<file path="config.mk">
export PLATFORM = sky130hd
export DESIGN_NAME = neuron_sequencer
export DESIGN_NICKNAME = d
export VERILOG_FILES = /design/src/rtl/snn_defs_pkg.sv /design/src/rtl/neuron.sv /design/src/rtl/neuron_sequencer.sv
export SDC_FILE = /design/constraint.sdc
export NUM_CORES = 1
export LEC_CHECK = 0
export BUFFER_PORTS_ARGS = -buffer_cell sky130_fd_sc_hd__buf_2
export CAP_MARGIN = 25
export CORE_MARGIN = 8
export CORE_UTILIZATION = 50
export CTS_CLUSTER_SIZE = 16
export DETAILED_ROUTE_END_ITERATION = 10
export PLACE_DENSITY = 0.68
export SYNTH_ARGS = -nofsm -noshare
export SYNTH_HDL_FRONTEND = slang
export SYNTH_SLANG_ARGS = --single-unit
</file>
<file path="constraint.sdc">
create_clock -name wb_clk_i -period 19.7 [get_ports wb_clk_i]
set_input_delay 1.97 -clock wb_clk_i [delete_from_list [all_inputs] [get_ports wb_clk_i]]
set_output_delay 1.97 -clock wb_clk_i [all_outputs]
set_load 0.01 [all_outputs]
</file>
<file path="src/rtl/snn_defs_pkg.sv">
// Shared SNN definitions: default datapath sizes and sequencer state encodings.
package snn_defs_pkg;

    localparam int unsigned SNN_SIZE        = 8;
    localparam int unsigned SNN_NUM_NEURONS = 16;
    localparam int unsigned SNN_NUM_INPUTS  = 16;

    typedef enum logic [2:0] {
        IDLE  = 3'd0,
        FETCH = 3'd1,
        ACCUM = 3'd2,
        DECAY = 3'd3,
        DONE  = 3'd4
    } seq_state_e;

endpackage

</file>
<file path="src/rtl/neuron.sv">
// Single leaky integrate-and-fire neuron datapath (combinational).
// Ports:
//   function_sel  0 = accumulate (v_mem_in + weight), 1 = decay and fire
//   weight        synaptic weight added during accumulate
//   v_mem_in      current membrane voltage
//   beta          decay multiplier
//   v_th          firing threshold (unsigned, strict compare)
//   v_mem_out     updated membrane voltage
//   spike         fire indication (decay mode only)
module neuron #(
    parameter int unsigned SIZE = 8
) (
    input  logic            function_sel,
    input  logic [SIZE-1:0] weight,
    input  logic [SIZE-1:0] v_mem_in,
    input  logic [SIZE-1:0] beta,
    input  logic [SIZE-1:0] v_th,
    output logic [SIZE-1:0] v_mem_out,
    output logic            spike
);

    logic [SIZE-1:0] decayed;

    // Product is evaluated at SIZE bits, so it wraps modulo 2^SIZE.
    always_comb begin
        decayed   = v_mem_in * beta;
        v_mem_out = v_mem_in + weight;
        spike     = 1'b0;
        if (function_sel) begin
            spike     = (decayed > v_th);
            v_mem_out = spike ? '0 : decayed;
        end
    end

endmodule

</file>
<file path="src/rtl/neuron_sequencer.sv">
// Time-multiplexes NUM_NEURONS neurons over one neuron datapath. Each timestep
// walks every (neuron, input) pair: fetch weight, accumulate if the input
// spiked, then one decay/fire step per neuron.
// Ports:
//   wb_clk_i, wb_rst_i  clock, async active-high reset
//   start, clear_vmem   begin a timestep / zero all membrane voltages (IDLE only)
//   in_spikes           input spike vector, latched at start
//   cfg_beta, cfg_v_th  decay factor and threshold, latched at start
//   weight_addr/_re     weight memory read request (j*NUM_INPUTS+i)
//   weight_data         read data, one cycle after weight_re
//   out_spikes          spikes of the last completed timestep
//   busy, done          timestep in progress / one-cycle completion pulse
module neuron_sequencer
    import snn_defs_pkg::*;
#(
    parameter  int unsigned SIZE        = SNN_SIZE,
    parameter  int unsigned NUM_NEURONS = SNN_NUM_NEURONS,
    parameter  int unsigned NUM_INPUTS  = SNN_NUM_INPUTS,
    localparam int unsigned ADDR_W      = $clog2(NUM_NEURONS * NUM_INPUTS)
) (
    input  logic                   wb_clk_i,
    input  logic                   wb_rst_i,
    input  logic                   start,
    input  logic                   clear_vmem,
    input  logic [NUM_INPUTS-1:0]  in_spikes,
    input  logic [SIZE-1:0]        cfg_beta,
    input  logic [SIZE-1:0]        cfg_v_th,
    output logic [ADDR_W-1:0]      weight_addr,
    output logic                   weight_re,
    input  logic [SIZE-1:0]        weight_data,
    output logic [NUM_NEURONS-1:0] out_spikes,
    output logic                   busy,
    output logic                   done
);

    localparam int unsigned I_W = (NUM_INPUTS  > 1) ? $clog2(NUM_INPUTS)  : 1;
    localparam int unsigned J_W = (NUM_NEURONS > 1) ? $clog2(NUM_NEURONS) : 1;
    localparam logic [I_W-1:0] I_LAST = I_W'(NUM_INPUTS - 1);
    localparam logic [J_W-1:0] J_LAST = J_W'(NUM_NEURONS - 1);

    seq_state_e             state_q, state_d;
    logic [I_W-1:0]         i_q, i_d;
    logic [J_W-1:0]         j_q, j_d;
    logic [NUM_INPUTS-1:0]  spikes_q, spikes_d;
    logic [SIZE-1:0]        beta_q, beta_d;
    logic [SIZE-1:0]        v_th_q, v_th_d;
    logic [SIZE-1:0]        vmem_q [NUM_NEURONS];
    logic [SIZE-1:0]        vmem_d [NUM_NEURONS];
    logic [NUM_NEURONS-1:0] pending_q, pending_d;
    logic [NUM_NEURONS-1:0] out_spikes_q, out_spikes_d;
    logic                   busy_q, busy_d;
    logic                   done_q, done_d;
    logic                   weight_re_q, weight_re_d;
    logic [ADDR_W-1:0]      weight_addr_q, weight_addr_d;

    logic                   function_sel_c;
    logic [SIZE-1:0]        v_mem_out_c;
    logic                   spike_c;

    neuron #(
        .SIZE (SIZE)
    ) u_neuron (
        .function_sel (function_sel_c),
        .weight       (weight_data),
        .v_mem_in     (vmem_q[j_q]),
        .beta         (beta_q),
        .v_th         (v_th_q),
        .v_mem_out    (v_mem_out_c),
        .spike        (spike_c)
    );

    // State and datapath registers.
    always_ff @(posedge wb_clk_i or posedge wb_rst_i) begin
        if (wb_rst_i) begin
            state_q       <= IDLE;
            i_q           <= '0;
            j_q           <= '0;
            spikes_q      <= '0;
            beta_q        <= '0;
            v_th_q        <= '0;
            pending_q     <= '0;
            out_spikes_q  <= '0;
            busy_q        <= 1'b0;
            done_q        <= 1'b0;
            weight_re_q   <= 1'b0;
            weight_addr_q <= '0;
            for (int n = 0; n < int'(NUM_NEURONS); n++) begin
                vmem_q[n] <= '0;
            end
        end else begin
            state_q       <= state_d;
            i_q           <= i_d;
            j_q           <= j_d;
            spikes_q      <= spikes_d;
            beta_q        <= beta_d;
            v_th_q        <= v_th_d;
            pending_q     <= pending_d;
            out_spikes_q  <= out_spikes_d;
            busy_q        <= busy_d;
            done_q        <= done_d;
            weight_re_q   <= weight_re_d;
            weight_addr_q <= weight_addr_d;
            vmem_q        <= vmem_d;
        end
    end

    // Next-state and datapath updates.
    always_comb begin
        state_d        = state_q;
        i_d            = i_q;
        j_d            = j_q;
        spikes_d       = spikes_q;
        beta_d         = beta_q;
        v_th_d         = v_th_q;
        vmem_d         = vmem_q;
        pending_d      = pending_q;
        out_spikes_d   = out_spikes_q;
        function_sel_c = 1'b0;

        unique case (state_q)
            IDLE: begin
                // Clear lands before the timestep's first accumulate.
                if (clear_vmem) begin
                    for (int n = 0; n < int'(NUM_NEURONS); n++) begin
                        vmem_d[n] = '0;
                    end
                end
                if (start) begin
                    spikes_d = in_spikes;
                    beta_d   = cfg_beta;
                    v_th_d   = cfg_v_th;
                    i_d      = '0;
                    j_d      = '0;
                    state_d  = FETCH;
                end
            end
            FETCH: begin
                state_d = ACCUM;
            end
            ACCUM: begin
                if (spikes_q[i_q]) begin
                    vmem_d[j_q] = v_mem_out_c;
                end
                if (i_q == I_LAST) begin
                    state_d = DECAY;
                end else begin
                    i_d     = i_q + I_W'(1);
                    state_d = FETCH;
                end
            end
            DECAY: begin
                function_sel_c = 1'b1;
                vmem_d[j_q]    = v_mem_out_c;
                pending_d[j_q] = spike_c;
                if (j_q == J_LAST) begin
                    state_d = DONE;
                end else begin
                    j_d     = j_q + J_W'(1);
                    i_d     = '0;
                    state_d = FETCH;
                end
            end
            DONE: begin
                out_spikes_d = pending_q;
                state_d      = IDLE;
            end
            default: begin
                state_d = IDLE;
            end
        endcase

        // Registered outputs track the state being entered so they align with it.
        busy_d        = (state_d != IDLE);
        done_d        = (state_q == DONE);
        weight_re_d   = (state_d == FETCH);
        weight_addr_d = ADDR_W'(j_d) * ADDR_W'(NUM_INPUTS) + ADDR_W'(i_d);
    end

    assign weight_addr = weight_addr_q;
    assign weight_re   = weight_re_q;
    assign out_spikes  = out_spikes_q;
    assign busy        = busy_q;
    assign done        = done_q;

endmodule

</file>
After elaboration in Yosys (flattened, before gate mapping)
Index checks and enable logic that the tools add are counted.
- logic and storage cells: 85
- register bits after elaboration: 214
- output and inout bits: 27
- bits of input ports: 44
- $add $sub $neg: 4
- equality and inequality tests: 9
- $lt $le $gt $ge: 6
- bitwise gates (word level): 1
- multipliers: 1
- multiplexer cells: 29
- reduce and logical (&&, ||, !) cells: 7
- operator list (operator ; number):
    $pmux 128 s3 ; 1
    $mux 128 ; 2
    $bwmux 128 ; 1
    $mux 8 ; 5
    $bmux 8 s4 ; 1
    $demux 8 s4 ; 1
    $mux 4 ; 5
    $bwmux 16 ; 1
    $pmux 3 s4 ; 1
    $pmux 4 s3 ; 1
    $lt 4x5->1 const B ; 2
    $add 4x1->4 const B ; 2
    $add 8x4->8 ; 1
    $add 8x8->8 ; 1
    $eq 4x4->1 const B ; 2
    $gt 8x8->1 ; 1
    $mul 8x8->8 ; 1
    $pmux 4 s2 ; 1
    $eq 3x1->1 const B ; 2
    $eq 3x2->1 const B ; 2
    $mux 3 ; 2
    $reduce_bool 3->1 ; 2
    $ge 5x5->1 const B ; 1
    $lt 5x1->1 const B ; 1
    12 further kinds ; 17

Longest topological paths before layout
- word-level depth: 11
- depth in mapped cells: 33
- depth with buffers taken out: 28

Cells and area by module
Synthesis repeated with hierarchy kept, for this count alone.
- cell total of the unflattened synthesis: 1398
- area total of the unflattened synthesis: 12968.7 um^2
- by module, submodules not included (module ; instances ; cells an instance ; seq. area each (um^2) ; area an instance (um^2)):
    neuron_sequencer ; 1 ; 1207 ; 5154.9 ; 11496.0
    neuron ; 1 ; 191 ; 0.0 ; 1472.7

Worst setup path before layout
Ideal clock, no wire load.
- path type: register to register
- start point: register, netlist name weight_addr[5]
- end point: register vmem_q[55] (netlist bit)
- cell stages (with the launch flop): 32
- path slack: 12.384 ns
- path buffers: 7
- arrival: 7.178 ns
- data required time: 19.562 ns
- setup time: 0.138 ns
- clock period less this slack: 7.316 ns
- cells stage by stage: dfrtp_1 -> buf_6 -> buf_12 -> buf_8 -> buf_12 -> mux4_2 -> mux2i_1 -> mux2i_2 -> nand2_1 -> fa_1 -> fa_1 -> inv_1 -> fa_1 -> inv_1 -> fa_1 -> inv_1 -> ha_1 -> a21oi_1 -> xnor2_1 -> xor3_2 -> xor2_4 -> buf_6 -> xnor2_1 -> ha_1 -> nand3_1 -> nor3_1 -> a21oi_1 -> clkbuf_1 -> clkbuf_1 -> a211oi_1 -> a32oi_1 -> o211ai_1
- RTL lines (item ; line ; text):
    to (signal assigned) ; neuron_sequencer.sv:103 ; vmem_q <= vmem_d;
    to (decl) ; neuron_sequencer.sv:47 ; logic [SIZE-1:0] vmem_q [NUM_NEURONS];

==> run summary <==
Status: complete, no violations
GR Layer Usage met2: 0.344
Max Buffers Root-to-Sink: 3
Main synth FF type: dfrtp_1
Clk_skew: 21.3 ps
Setup_tns: 0 ps
Met1 Track Usage GR: 0.308
Core Box Area: 21,700 µm²
Htree depth: 1
First-pass GRT wire length: 46,600 µm
Drt total wl: 29,400 µm
GRT Max-Usage Layer: met2
Crit path launch type: flip-flop
PD cells: 76.1 nW/µm²
Post-CTS Repair Setup Buffers: 0
Worst min-delay path category: reg2reg
CTS resizes: 0
I/O pins: 71
Crit-path max FO: 24
Top cells by area, synth: dfrtp_1, nand2_1, mux4_2
Max Clk Rate: 0.115 GHz
Syn_nets: 1,107
Die area: 26,900 µm²
Register clock-pin slew on the reported worst setup and hold paths: 60 ps
GP Congestion: 0.845
Max-Cap Viols: 0
CP endpoint kind: flip-flop
Die Y: 164 µm
Area share of the largest cell type after synthesis: 0.470
RSZ-0062 raised after global routing: no
Worst slew margin: 0.292
Hpwl dp: 18,900 µm
ANT cells: 0
DP Area: 11,400 µm²
Die width: 164 µm
DR vias/cell: 6.05
Finished Core Util: 0.562
Crit path time final: 8700 ps
# fillers: 1,841
Total GRT Usage: 0.222
FFs w/ async S/R, synth: 1.00
Grt met3 use: 0.0454
Worst vdd rail ir drop: 0.0589 mV
Data required time of the critical path: 20,060 ps
CTS root buffer: clkbuf_16
Setup violators final: 0
TritonCTS buffer count: 23
Final hold violations: 0
PortBufs: 70
Initial DRC count: 740
Syn Area/Cell: 10.8 µm²
Largest net degree at the start of global routing: 137
Syn Inst Count: 1,014
Cell taking the most area after synthesis: dfrtp_1
Residual DRC: 0
Most frequent cells in the layout: dfrtp_1, nand2_1, o21ai_0
Synth Cell Area: 11,000 µm²
Tightest Pin Transition: 1050 ps
Hold WS: 473 ps
Crit share post-route: 0.442
Synth Warn #: 0
Crit path DAT: 9060 ps
Commonest non-fill, non-tap cell in the layout: dfrtp_1
Post-route cell area: 12,200 µm²
Vias in the first global route: 8,211
Worst skew pair latency: 540 ps
Yosys reg bits: 206
Pre-antenna DRT Iters: 8
CTS tree: done
Tot Pwr: 0.928 mW
Initial antenna violation count: 0
Fin. max-slew vios: 0
Final #Nets: 1,150
Number of synthesized flops with an enable pin: 0
Unique masters post-synth: 53
Row cnt: 54
Gr ovfl total: 0
Clock Sinks: 206
Antenna viol nets, final: 0
Seq/Total Area, Yosys: 0.470
P_leak: 5.58 nW
Area grow syn2layout: 11.2%
Starting Density: 0.505
Hold buffer count at cts: 0
Via count: 8,198
Wire per inst: 21.7 µm
Layout cells sized above 1: 0.195
Critical path type: reg2reg
## synth_stat cells, drive strengths merged, types with 2 or more instances
master  instances
o21ai         156
dfrtp         206
and2           16
clkbuf         42
mux4           38
nor2           18
o21a            3
mux2           41
xor2            8
a211oi         19
nand2         174
o31ai          17
ha             36
inv            46
nor3            2
a32oi          16
a21oi          23
mux2i          13
nand3b         19
xnor2          14
nand3          11
nor2b           5
buf            26
a32o            2
o21bai          2
a21o           22
fa             13
o211ai         16
## state kept, by name (all words and copies together) (netlist names)
name / cells
beta_q: 8
busy: 1
done: 1
j_q: 1
out_spikes: 16
pending_q: 16
spikes_q: 16
state_q: 3
v_th_q: 8
vmem_q: 128
weight_addr: 7
weight_re: 1
## per-layer routing
layer,vias to the layer above,part of all wire
met1,4085,0.43
met5,-,0
li1,3702,-
met4,0,0.030
met3,63,0.088
met2,348,0.45
## cell type report
type / count / area (µm²) / share of cell area
Timing Repair Buffer: 86 / 470 / 0.0386
Sequential cell: 206 / 5160 / 0.423
Multi-Input combinational cell: 694 / 5280 / 0.433
Clock buffer: 32 / 659 / 0.0541
Inverter: 46 / 180 / 0.0148
Clock inverter: 10 / 95.1 / 0.00780
Tap cell: 280 / 350 / 0.0287
## power by group
| group | leakage (nW) | total [mW] | switching [mW] | internal (mW) |
|---|---|---|---|---|
| logic | 2.75 | 0.0600 | 0.0361 | 0.0239 |
| clock network | 0.372 | 0.425 | 0.177 | 0.249 |
| registers | 2.45 | 0.442 | 0.00673 | 0.436 |
## critical path: stages (launching register included)
cell      delay [ps]
dfrtp_1          360
buf_4            240
inv_1            590
mux2i_1          200
mux2i_2          580
nand2_1          180
fa_1             490
fa_1             540
inv_1             50
fa_1             470
inv_1             50
fa_1             520
inv_1             40
ha_1             310
a21oi_1          170
xnor2_1          140
xor3_2           540
xor2_4           510
xnor2_1          120
ha_1             310
a21oi_1           80
nand3b_1         770
a21oi_1          130
o21ai_1          870
o21ai_0          220
## cells by family (layout without fill, tap and decap cells)
family / Yosys count / in the layout / share of synthesized area
AOI/OAI and AO/OA: 278 / 278 / 0.153
xor gates and xnor gates: 23 / 23 / 0.0253
adders and majority gates: 49 / 49 / 0.0648
buffers and inverters: 114 / 174 / 0.0485
DFF: 206 / 206 / 0.470
muxes: 92 / 92 / 0.136
and+or+nand+nor: 252 / 252 / 0.102
## path summary, 6_finish.rpt
| kind | start | cells after the start | slack, ps | endpoint |
|---|---|---|---|---|
| setup / recovery | weight_addr[4]$_DFFE_PP0P_ | 24 | 11000 | vmem_q[10]$_DFFE_PP0P_ |
| hold / removal | vmem_q[120]$_DFFE_PP0P_ | 2 | 470 | vmem_q[120]$_DFFE_PP0P_ |
| setup reg to reg | weight_addr[4]$_DFFE_PP0P_ | 24 | 11000 | vmem_q[10]$_DFFE_PP0P_ |
| hold reg to reg | vmem_q[120]$_DFFE_PP0P_ | 2 | 470 | vmem_q[120]$_DFFE_PP0P_ |
| max in group asynchronous | wb_rst_i | 3 | 16600 | beta_q[2]$_DFFE_PP0P_ |
| min in group asynchronous | wb_rst_i | 2 | 1640 | vmem_q[124]$_DFFE_PP0P_ |
## metrics by stage
| stage | worst slack, ps | instances |
|---|---|---|
| 2_1_floorplan | 12110 | 1014 |
| 5_1_grt | 10610 | 1354 |
| 6_report | 11000 | 1354 |
| 4_1_cts | 11060 | 1351 |
| 3_3_place_gp | 11190 | 1308 |
| 3_5_place_dp | 11080 | 1309 |
No activity file was read; power rests on OpenSTA's default activity.
